==> src/rtl/shifter_pkg.sv <==
// Shared encodings for the universal shifter: shift modes, directions and FSM states.
package shifter_pkg;

  typedef enum logic [1:0] {
    MODE_LOGIC  = 2'b00,
    MODE_ARITH  = 2'b01,
    MODE_ROT    = 2'b10,
    MODE_SERIAL = 2'b11
  } mode_t;

  localparam logic DIR_RIGHT = 1'b0;
  localparam logic DIR_LEFT  = 1'b1;

  typedef enum logic {
    IDLE  = 1'b0,
    SHIFT = 1'b1
  } state_t;

endpackage

==> src/rtl/shift_step.sv <==
// Combinational single-position shift of a WIDTH-bit word in the selected mode/direction.
module shift_step
  import shifter_pkg::*;
#(
  parameter int unsigned WIDTH = 8
) (
  input  logic [WIDTH-1:0] i_q,
  input  mode_t            i_mode,
  input  logic             i_dir,
  input  logic             i_serial,
  output logic [WIDTH-1:0] o_q
);

  logic w_fill;

  always_comb begin
    w_fill = 1'b0;
    case (i_mode)
      MODE_LOGIC:  w_fill = 1'b0;
      // Arithmetic left is identical to logical left: only a right shift replicates the sign.
      MODE_ARITH:  w_fill = (i_dir == DIR_RIGHT) ? i_q[WIDTH-1] : 1'b0;
      MODE_ROT:    w_fill = (i_dir == DIR_RIGHT) ? i_q[0] : i_q[WIDTH-1];
      MODE_SERIAL: w_fill = i_serial;
      default:     w_fill = 1'b0;
    endcase

    if (i_dir == DIR_RIGHT) begin
      o_q = {w_fill, i_q[WIDTH-1:1]};
    end else begin
      o_q = {i_q[WIDTH-2:0], w_fill};
    end
  end

endmodule

==> src/rtl/universal_shifter.sv <==
// Parallel-load register with multi-cycle shifts (one position per clock) and busy/done status.
module universal_shifter
  import shifter_pkg::*;
#(
  parameter int unsigned WIDTH = 8,
  parameter int unsigned AMT_W = 4
) (
  input  logic             clk,
  input  logic             reset_n,
  input  logic             load,
  input  logic [WIDTH-1:0] data_in,
  input  logic             start,
  input  logic [1:0]       mode,
  input  logic             dir,
  input  logic [AMT_W-1:0] amount,
  input  logic             serial_in,
  output logic [WIDTH-1:0] q,
  output logic             busy,
  output logic             done
);

  localparam logic [AMT_W-1:0] LP_WIDTH = AMT_W'(WIDTH);

  state_t           r_state, w_state_nxt;
  logic [WIDTH-1:0] r_q, w_q_nxt, w_step;
  logic [AMT_W-1:0] r_cnt, w_cnt_nxt, w_n;
  mode_t            r_mode, w_mode_nxt, w_mode_in;
  logic             r_dir, w_dir_nxt;
  logic             r_busy, w_busy_nxt;
  logic             r_done, w_done_nxt;

  assign w_mode_in = mode_t'(mode);

  // Rotations wrap modulo WIDTH; every other mode saturates at WIDTH steps.
  always_comb begin
    if (w_mode_in == MODE_ROT) begin
      w_n = amount % LP_WIDTH;
    end else begin
      w_n = (amount > LP_WIDTH) ? LP_WIDTH : amount;
    end
  end

  shift_step #(
    .WIDTH(WIDTH)
  ) u_step (
    .i_q     (r_q),
    .i_mode  (r_mode),
    .i_dir   (r_dir),
    .i_serial(serial_in),
    .o_q     (w_step)
  );

  always_comb begin
    w_state_nxt = r_state;
    w_q_nxt     = r_q;
    w_cnt_nxt   = r_cnt;
    w_mode_nxt  = r_mode;
    w_dir_nxt   = r_dir;
    w_busy_nxt  = r_busy;
    w_done_nxt  = 1'b0;

    case (r_state)
      IDLE: begin
        if (load) begin
          w_q_nxt = data_in;
        end else if (start) begin
          w_mode_nxt = w_mode_in;
          w_dir_nxt  = dir;
          w_cnt_nxt  = w_n;
          if (w_n != '0) begin
            w_state_nxt = SHIFT;
            w_busy_nxt  = 1'b1;
          end else begin
            w_done_nxt = 1'b1;
          end
        end
      end
      SHIFT: begin
        w_q_nxt   = w_step;
        w_cnt_nxt = r_cnt - 1'b1;
        if (r_cnt == AMT_W'(1)) begin
          w_state_nxt = IDLE;
          w_busy_nxt  = 1'b0;
          w_done_nxt  = 1'b1;
        end
      end
      default: begin
        w_state_nxt = IDLE;
        w_busy_nxt  = 1'b0;
      end
    endcase
  end

  always_ff @(posedge clk) begin
    if (!reset_n) begin
      r_state <= IDLE;
      r_q     <= '0;
      r_cnt   <= '0;
      r_mode  <= MODE_LOGIC;
      r_dir   <= DIR_RIGHT;
      r_busy  <= 1'b0;
      r_done  <= 1'b0;
    end else begin
      r_state <= w_state_nxt;
      r_q     <= w_q_nxt;
      r_cnt   <= w_cnt_nxt;
      r_mode  <= w_mode_nxt;
      r_dir   <= w_dir_nxt;
      r_busy  <= w_busy_nxt;
      r_done  <= w_done_nxt;
    end
  end

  assign q    = r_q;
  assign busy = r_busy;
  assign done = r_done;

endmodule

==> config.mk <==
export PLATFORM = sky130hd
export DESIGN_NAME = universal_shifter
export DESIGN_NICKNAME = d
export VERILOG_FILES = /design/src/rtl/shifter_pkg.sv /design/src/rtl/shift_step.sv /design/src/rtl/universal_shifter.sv
export SDC_FILE = /design/constraint.sdc
export NUM_CORES = 1
export LEC_CHECK = 0
export CAP_MARGIN = 40
export CELL_PAD_IN_SITES_DETAIL_PLACEMENT = 2
export CELL_PAD_IN_SITES_GLOBAL_PLACEMENT = 2
export CORE_MARGIN = 2
export CORE_UTILIZATION = 29
export CTS_BUF_LIST = sky130_fd_sc_hd__clkbuf_16
export DETAILED_ROUTE_END_ITERATION = 6
export PLACE_DENSITY_LB_ADDON = 0.1
export SYNTH_ARGS = -nofsm -noshare
export SYNTH_HDL_FRONTEND = slang
export SYNTH_HIERARCHICAL = 1
export SYNTH_SLANG_ARGS = --single-unit
==> constraint.sdc <==
create_clock -name clk -period 2.9 [get_ports clk]
set_input_delay 0.58 -clock clk [delete_from_list [all_inputs] [get_ports clk]]
set_output_delay 0.58 -clock clk [all_outputs]
set_load 0.01 [all_outputs]
# Word level (Yosys, flattened, before mapping)
# Index checks and enable logic that the tools add are counted.
# word_totals
output_inout_bits,10
input_bits,20
ff_bits,18
wordCells,52
# classes
reduce_logical,5
n_lt_le_gt_ge,1
eq_ne,10
addsub,1
muxes,26
bitwise,2
# ops
operator,count
4-bit two-way mux,4
8-bit two-way mux,2
8-bit one-hot mux with 2 select lines,1
1-bit two-way mux,14
2-bit != test (second input constant),4
4-bit one-hot mux with 2 select lines,1
2-bit == test (second input constant),3
1-bit one-hot mux with 2 select lines,3
4-bit by 1-bit == test with 1-bit output (second input constant),1
4-bit greater-than comparator (second input constant),1
1-bit one-hot mux with 4 select lines,1
4-bit AND reduction,1
4-bit nonzero test,1
4-bit by 1-bit subtractor with 4-bit output (second input constant),1
3-bit AND reduction,1
2-bit by 1-bit == test with 1-bit output (second input constant),1
2-bit logical NOT,1
2-bit by 1-bit != test with 1-bit output (second input constant),1
1-bit inverter,2
2-bit AND reduction,1

# Logic depth before layout (Yosys ltp)
# Gate-level depths: netlist (run 1).
# depth
word_depth,8
mapped_depth,6
ltp_nobuf,5

# By module
# The synthesis (run 1) kept the hierarchy.
# by_module_without_submodules
mod,cells_per_inst,area_each_um2,n_inst
universal_shifter,104,897.1,1
shift_step,16,168.9,1

# Worst setup path after synthesis (run 1)
# OpenSTA, ideal clock, no wires.
# synth_path
path_kind,input to register
startpoint,in load
endpoint,reg r_cnt[2]
setup_ns,0.120
t_arrival_ns,1.467
path_slack_ns,1.313
n_path_buf,1
stages,4
cell_sequence,or3b_1 > clkbuf_2 > and3_1 > o31a_1
# synth_between
elab_chain_len,2
# synth_lines
item,line,source
from (decl),universal_shifter.sv:10,"input logic load,"
2-bit != test (no source line),-,
2-bit AND reduction (no source line),-,
to (signal assigned),universal_shifter.sv:106,r_cnt <= w_cnt_nxt;
to (decl),universal_shifter.sv:26,"logic [AMT_W-1:0] r_cnt, w_cnt_nxt, w_n;"
# No other way between the ends.
# A chain may end at the register's enable or synchronous reset.

# Worst setup path after layout (run 1)
# layout_path
startpoint,in start
endpoint,reg r_cnt[2]
# layout_between
elab_chain_len,2
# layout_lines
item,line,source
from (decl),universal_shifter.sv:12,"input logic start,"
2-bit != test (no source line),-,
2-bit AND reduction (no source line),-,
# No other way between the ends.

==> impl_metrics.py, run 1 <==
metrics = {
    "worst_setup_path": {
        "startpoint_type": "input port",
        "crit_path_end_kind": "flop",
        "startpoint": "start",
        "r2r_start": "r_state$_SDFF_PN0_",
        "crit_type": "input port to flop",
        "crit_arrival_ns": 2.02,
        "critPathRequiredTime_ns": 3.04,
        "crit_path_max_fanout": 7,
    },
    "job": {
        "max_cap_viol_count": 0,
    },
    "floorplan": {
        "fp.dieArea_um2": 4177,
        "start_util_pct": 29.56,
        "io_pins": 30,
        "die_w_um": 64.63,
        "fp.dieH_um": 64.63,
        "core_um2": 3606,
        "fp-row-count": 22,
    },
    "global_route": {
        "grt_pass1_wl_um": 5209,
        "first_global_vias": 1094,
        "grt.total_usage_pct": 16.13,
        "grt_max_degree": 27,
        "overflow": 0,
        "grt_antenna_before_repair": 0,
    },
    "cts": {
        "cts_tree": "yes",
        "postCtsSetupBuffers": 0,
        "cts_buffer_depth": 2,
        "holdBufCountCts": 0,
        "clockRootBuffer": "clkbuf_16",
        "cts-buffers-inserted": 3,
        "clock_latency_ns": 0.25,
        "cts.sinks": 18,
        "path_clk_slew_ns": 0.06,
        "htree_levels": 1,
        "cts_resized": 0,
    },
    "yosys": {
        "ys_seq_area_share_pct": 33.80,
        "yosys_warnings": 6,
        "synth_edf_count": 0,
        "synth_ff_type": "dfxtp_1",
        "avgSynthCellArea_um2": 8.884,
        "syn_inst": 120,
        "ys_async_sr_fraction_pct": 0,
        "syn_area_um2": 1066,
        "ys_seq_elements": 18,
        "syn_nets": 142,
        "synth_cell_types": 29,
    },
    "hold_path": {
        "worstHoldStart": "busy$_SDFFE_PN0P_",
        "hp-class": "flop to flop",
    },
    "drt": {
        "viasPerCell": 5.005,
        "wl_met3_um": 95,
        "drcViolationCount": 0,
        "top_layer": "met4",
        "dr_wl_met2_um": 1607,
        "drt_pass1_iterations": 4,
        "met1Wirelength_um": 1314,
        "via_count": 981,
        "ant_nets": 0,
        "wl_per_cell_um": 15.56,
        "drt_iter0_drc": 17,
        "wl_um": 3050,
    },
    "place": {
        "dpl.hpwl_um": 2304,
        "io_buffers": 29,
        "gp_congestion": 0.7578,
    },
    "final_layout": {
        "area_growth_pct": 37.68,
        "antenna_cells": 0,
        "final_nets": 171,
        "drive_gt1_share_pct": 8.784,
    },
    "timing": {
        "rsz0062_at_grt": "no",
        "maxSlewViolCount": 0,
        "period_share_pct": 64.92,
        "worst_pin_slew_ns": 0.7791,
        "setup_viol": 0,
        "max_freq_mhz": 531.2,
        "finalHoldViolations": 0,
        "finalClockSkew_ns": 0.003549,
        "finalSetupTns_ns": 0,
        "relSlewSlack_pct": 47.99,
        "final.min_clock_period_ns": 1.883,
    },
    "power_and_ir_drop": {
        "ir_drop_uv": 161.0,
        "p_leak_nw": 0.5551,
        "fin_total_pwr_mw": 0.7246,
        "power_per_cell_area_nw_per_um2": 493.7,
    },
    "outcome": {
        "status": "completed",
    },
}
[where the power goes]
| group | switching [mW] | internal (mW) |
|---|---|---|
| Sequential | 0.0283 | 0.267 |
| Combinational | 0.0558 | 0.0860 |
| Clock | 0.104 | 0.184 |
[path summary, 6_finish.rpt]
path / to / slack (ns) / depth (start not counted)
worst max-delay path: r_cnt[2]$_SDFFE_PN0P_ / 1.02 / 4
worst max register to register: r_cnt[2]$_SDFFE_PN0P_ / 1.15 / 3
worst min-delay path: busy$_SDFFE_PN0P_ / 0.49 / 2
worst min register to register: busy$_SDFFE_PN0P_ / 0.49 / 2
[cell families (layout without fill, tap and decap cells)]
family,count (synthesis),count (layout),synth area share [%]
flip-flops,18,18,33.80
AO/OA/AOI/OAI,25,25,17.25
buffers and inverters,14,42,6.455
AND/OR/NAND/NOR,45,45,22.30
multiplexers,16,16,17.84
adder cells (fa/ha/maj),2,2,2.347
[sequential cells by signal, summed over array words and instances (netlist names)]
register  flops
done          1
q             8
r_mode        2
r_state       1
busy          1
r_dir         1
r_cnt         4
[worst max-delay path, cell delays in order]
cell             delay, ns
clkdlybuf4s50_1       0.49
or3b_1                0.47
and3_1                0.22
o31a_1                0.27
[per-layer routing]
layer,global-route usage (%),vias to the layer above
met4,6.383,0
met3,2.431,4
met5,0,-
li1,-,477
met2,31.25,20
met1,17.31,480
[synth_stat cells, types with 4 or more instances]
library cell | instances | area (um2)
mux2_4 | 6 | 90.09
and2_1 | 10 | 62.56
mux2i_1 | 10 | 100.1
clkbuf_1 | 4 | 15.01
dfxtp_1 | 18 | 360.4
o21ai_0 | 8 | 40.04
inv_1 | 7 | 26.28
nand2_1 | 20 | 75.07
[area by class of cell]
class                           instances  area [um2]
Clock buffer                            3       75.07
Clock inverter                          1       3.754
Sequential cell                        18       360.3
Tap cell                               48       60.06
Timing Repair Buffer                   31       305.3
Multi-Input combinational cell         88       636.9
Fill cell                             390        2138
Inverter                                7       26.28
[cell usage in the layout, fill, tap and decap left out, drive strengths merged]
master         count
clkdlybuf4s50     29
nand2             20
dfxtp             18
and2              10
mux2i             10
o21ai              8
inv                7
mux2               6
nor3               3
a21boi             3
o22ai              3
a211oi             3
o31a               3
nor2b              3
clkbuf             3
nor3b              2
nand2b             2
ha                 2
buf                2
nor4b              1
a32o               1
o21a               1
or3b               1
a2111oi            1
a22o               1
and3               1
nor2               1
clkinv             1
nand4bb            1
o211ai             1
[metrics by stage]
stage          util, %  cells  setup slack, ns  hold WS (ns)  instance area (um2)
2_1_floorplan        -    120            1.313        0.4651                 1066
3_3_place_gp     38.51    192           0.7826        0.4594                 1389
3_5_place_dp     38.51    192           0.7554        0.4889                 1389
4_1_cts          40.70    196            1.012        0.4972                 1468
5_1_grt          40.70    196           0.9657        0.5351                 1468
6_report         40.70    196            1.017        0.4930                 1468
No activity file was read; power rests on OpenSTA's default activity.
==> run 2: changes to the inputs <==
Settings changed: CORE_UTILIZATION 29 to 24.
Clock period 2.9 ns to 1.7 ns, I/O delays scaled along.
==> impl_metrics.py, run 2 (synthesis gave the netlist of run 1 again) <==
metrics = {
    "outcome": {
        "status": "completed",
    },
    "power_and_ir_drop": {
        "p_sw_share_pct": 25.28,
        "clock_power_share_pct": 38.6,
        "p_int_mw": 0.9297,
        "switching_power_mw": 0.3146,
        "power_per_cell_area_nw_per_um2": 807.9,
        "p_leak_nw": 0.5983,
        "p_seq_share_pct": 39.7,
        "power_frac_comb_pct": 21.7,
        "ir_drop_uv": 254.6,
    },
    "drt": {
        "top_layer": "met4",
        "drt_iter0_drc": 15,
        "via_count": 996,
        "viasPerCell": 4.766,
        "met1Wirelength_um": 1342,
        "wl_per_cell_um": 15.11,
        "wl_um": 3159,
        "drcViolationCount": 0,
        "wl_met3_um": 99,
        "dr_wl_met2_um": 1682,
        "ant_nets": 0,
        "drt_pass1_iterations": 2,
    },
    "final_layout": {
        "antenna_cells": 0,
        "layout_commonest_cell": "clkdlybuf4s50_1",
        "area_growth_pct": 44.48,
        "seqCellArea_um2": 360.3,
        "final_cell_mix": "29 x clkdlybuf4s50_1, 20 x nand2_1, 18 x dfxtp_1",
        "n_fill_cell": 494,
        "largest_reg_flops": 8,
        "fin_cells": 209,
        "final_nets": 180,
        "multiInputGateArea_um2": 636.9,
        "drive_gt1_share_pct": 14.01,
    },
    "worst_setup_path": {
        "path_cells": "clkdlybuf4s50_1",
        "crit_path_end_kind": "output pin",
        "crit_type": "flop to output pin",
        "crit_path_max_fanout": 5,
        "critPathMaxStageDelay_ns": 0.57,
        "slowest_stage": "clkdlybuf4s50_1",
        "crit_arrival_ns": 1.24,
        "startpoint_type": "flop",
        "cp_top_family": "buffers and inverters",
        "critPathRequiredTime_ns": 1.36,
        "critPathBufInv": 1,
    },
    "timing": {
        "setup_viol": 0,
        "finalSetupTns_ns": 0,
        "maxSlewViolCount": 0,
        "worst_pin_slew_ns": 0.4997,
        "max_freq_mhz": 634.6,
        "period_share_pct": 92.70,
        "finalClockSkew_ns": 0.005210,
        "rsz0062_at_grt": "no",
        "relSlewSlack_pct": 66.21,
        "final.min_clock_period_ns": 1.576,
        "finalHoldViolations": 0,
    },
    "global_route": {
        "grt.total_usage_pct": 13.43,
        "first_global_vias": 1117,
        "grt_max_degree": 19,
        "grt_pass1_wl_um": 5326,
        "overflow": 0,
        "grt_antenna_before_repair": 0,
    },
    "floorplan": {
        "start_util_pct": 24.65,
        "fp.dieArea_um2": 4991,
        "core_um2": 4324,
        "io_pins": 30,
        "fp.dieH_um": 70.65,
        "die_w_um": 70.65,
        "fp-row-count": 24,
    },
    "cts": {
        "cts_tree": "yes",
        "cts-buffers-inserted": 3,
        "cts.sinks": 18,
        "cts_buffer_depth": 2,
        "clock_latency_ns": 0.25,
        "htree_levels": 1,
        "path_clk_slew_ns": 0.06,
        "cts_resized": 0,
        "postCtsSetupBuffers": 0,
        "holdBufCountCts": 0,
        "clockRootBuffer": "clkbuf_16",
    },
    "place": {
        "dpl.hpwl_um": 2500,
        "io_buffers": 29,
        "dp_cells": 205,
        "gp_congestion": 0.7670,
    },
    "job": {
        "max_cap_viol_count": 0,
    },
    "hold_path": {
        "hp-class": "flop to flop",
    },
}
-- run 2: worst paths after layout --
kind | start | endpoint | slack (ns) | cells past startpoint
worst min register to register | busy$_SDFFE_PN0P_ | busy$_SDFFE_PN0P_ | 0.48 | 2
worst max-delay path | q[7]$_SDFFE_PN0P_ | q[7] | 0.12 | 1
worst max register to register | r_state$_SDFF_PN0_ | r_cnt[2]$_SDFFE_PN0P_ | 0.24 | 4
worst min-delay path | busy$_SDFFE_PN0P_ | busy$_SDFFE_PN0P_ | 0.48 | 2
-- run 2: cell type report --
| class | instances | share of cell area (%) |
|---|---|---|
| clock buffers | 3 | 4.874 |
| flip-flops and latches | 18 | 23.40 |
| clock inverters | 1 | 0.2437 |
| repair buffers | 40 | 24.21 |
| well taps | 52 | 4.224 |
| multi-input cells | 88 | 41.35 |
| inverters | 7 | 1.706 |
-- run 2: metrics by stage --
stage | utilization [%] | power [mW] | setup slack, ns | hold WS (ns) | instance area, um2
2_1_floorplan | - | 0.6360 | 0.3319 | 0.4651 | 1066
3_3_place_gp | 33.80 | 0.7681 | -0.06533 | 0.4595 | 1461
3_5_place_dp | 33.80 | 0.7794 | -0.1554 | 0.4787 | 1461
4_1_cts | 35.62 | 1.266 | 0.1079 | 0.4868 | 1540
5_1_grt | 35.62 | 1.317 | 0.03846 | 0.5063 | 1540
6_report | 35.62 | 1.244 | 0.1242 | 0.4798 | 1540
-- run 2: per-layer routing --
layer | global-route usage (%) | vias to the layer above
met5 | 0 | -
met4 | 3.774 | 0
met3 | 2.564 | 5
met2 | 25.37 | 15
met1 | 15.33 | 486
li1 | - | 490
-- run 2: power groups by stage --
stage	clock, mW	sequential (mW)	combinational [mW]
global route	0.517	0.502	0.297
global placement	0	0.504	0.264
detailed placement	0	0.506	0.274
floorplan	0	0.497	0.139
CTS	0.494	0.496	0.276
finish	0.481	0.494	0.270
-- run 2: tightest hold or removal path, delay by kind of cell, from the launching register on --
family	cells	cell delay, ns
simple gates	1	0.06
flops	1	0.31
compound gates	1	0.07
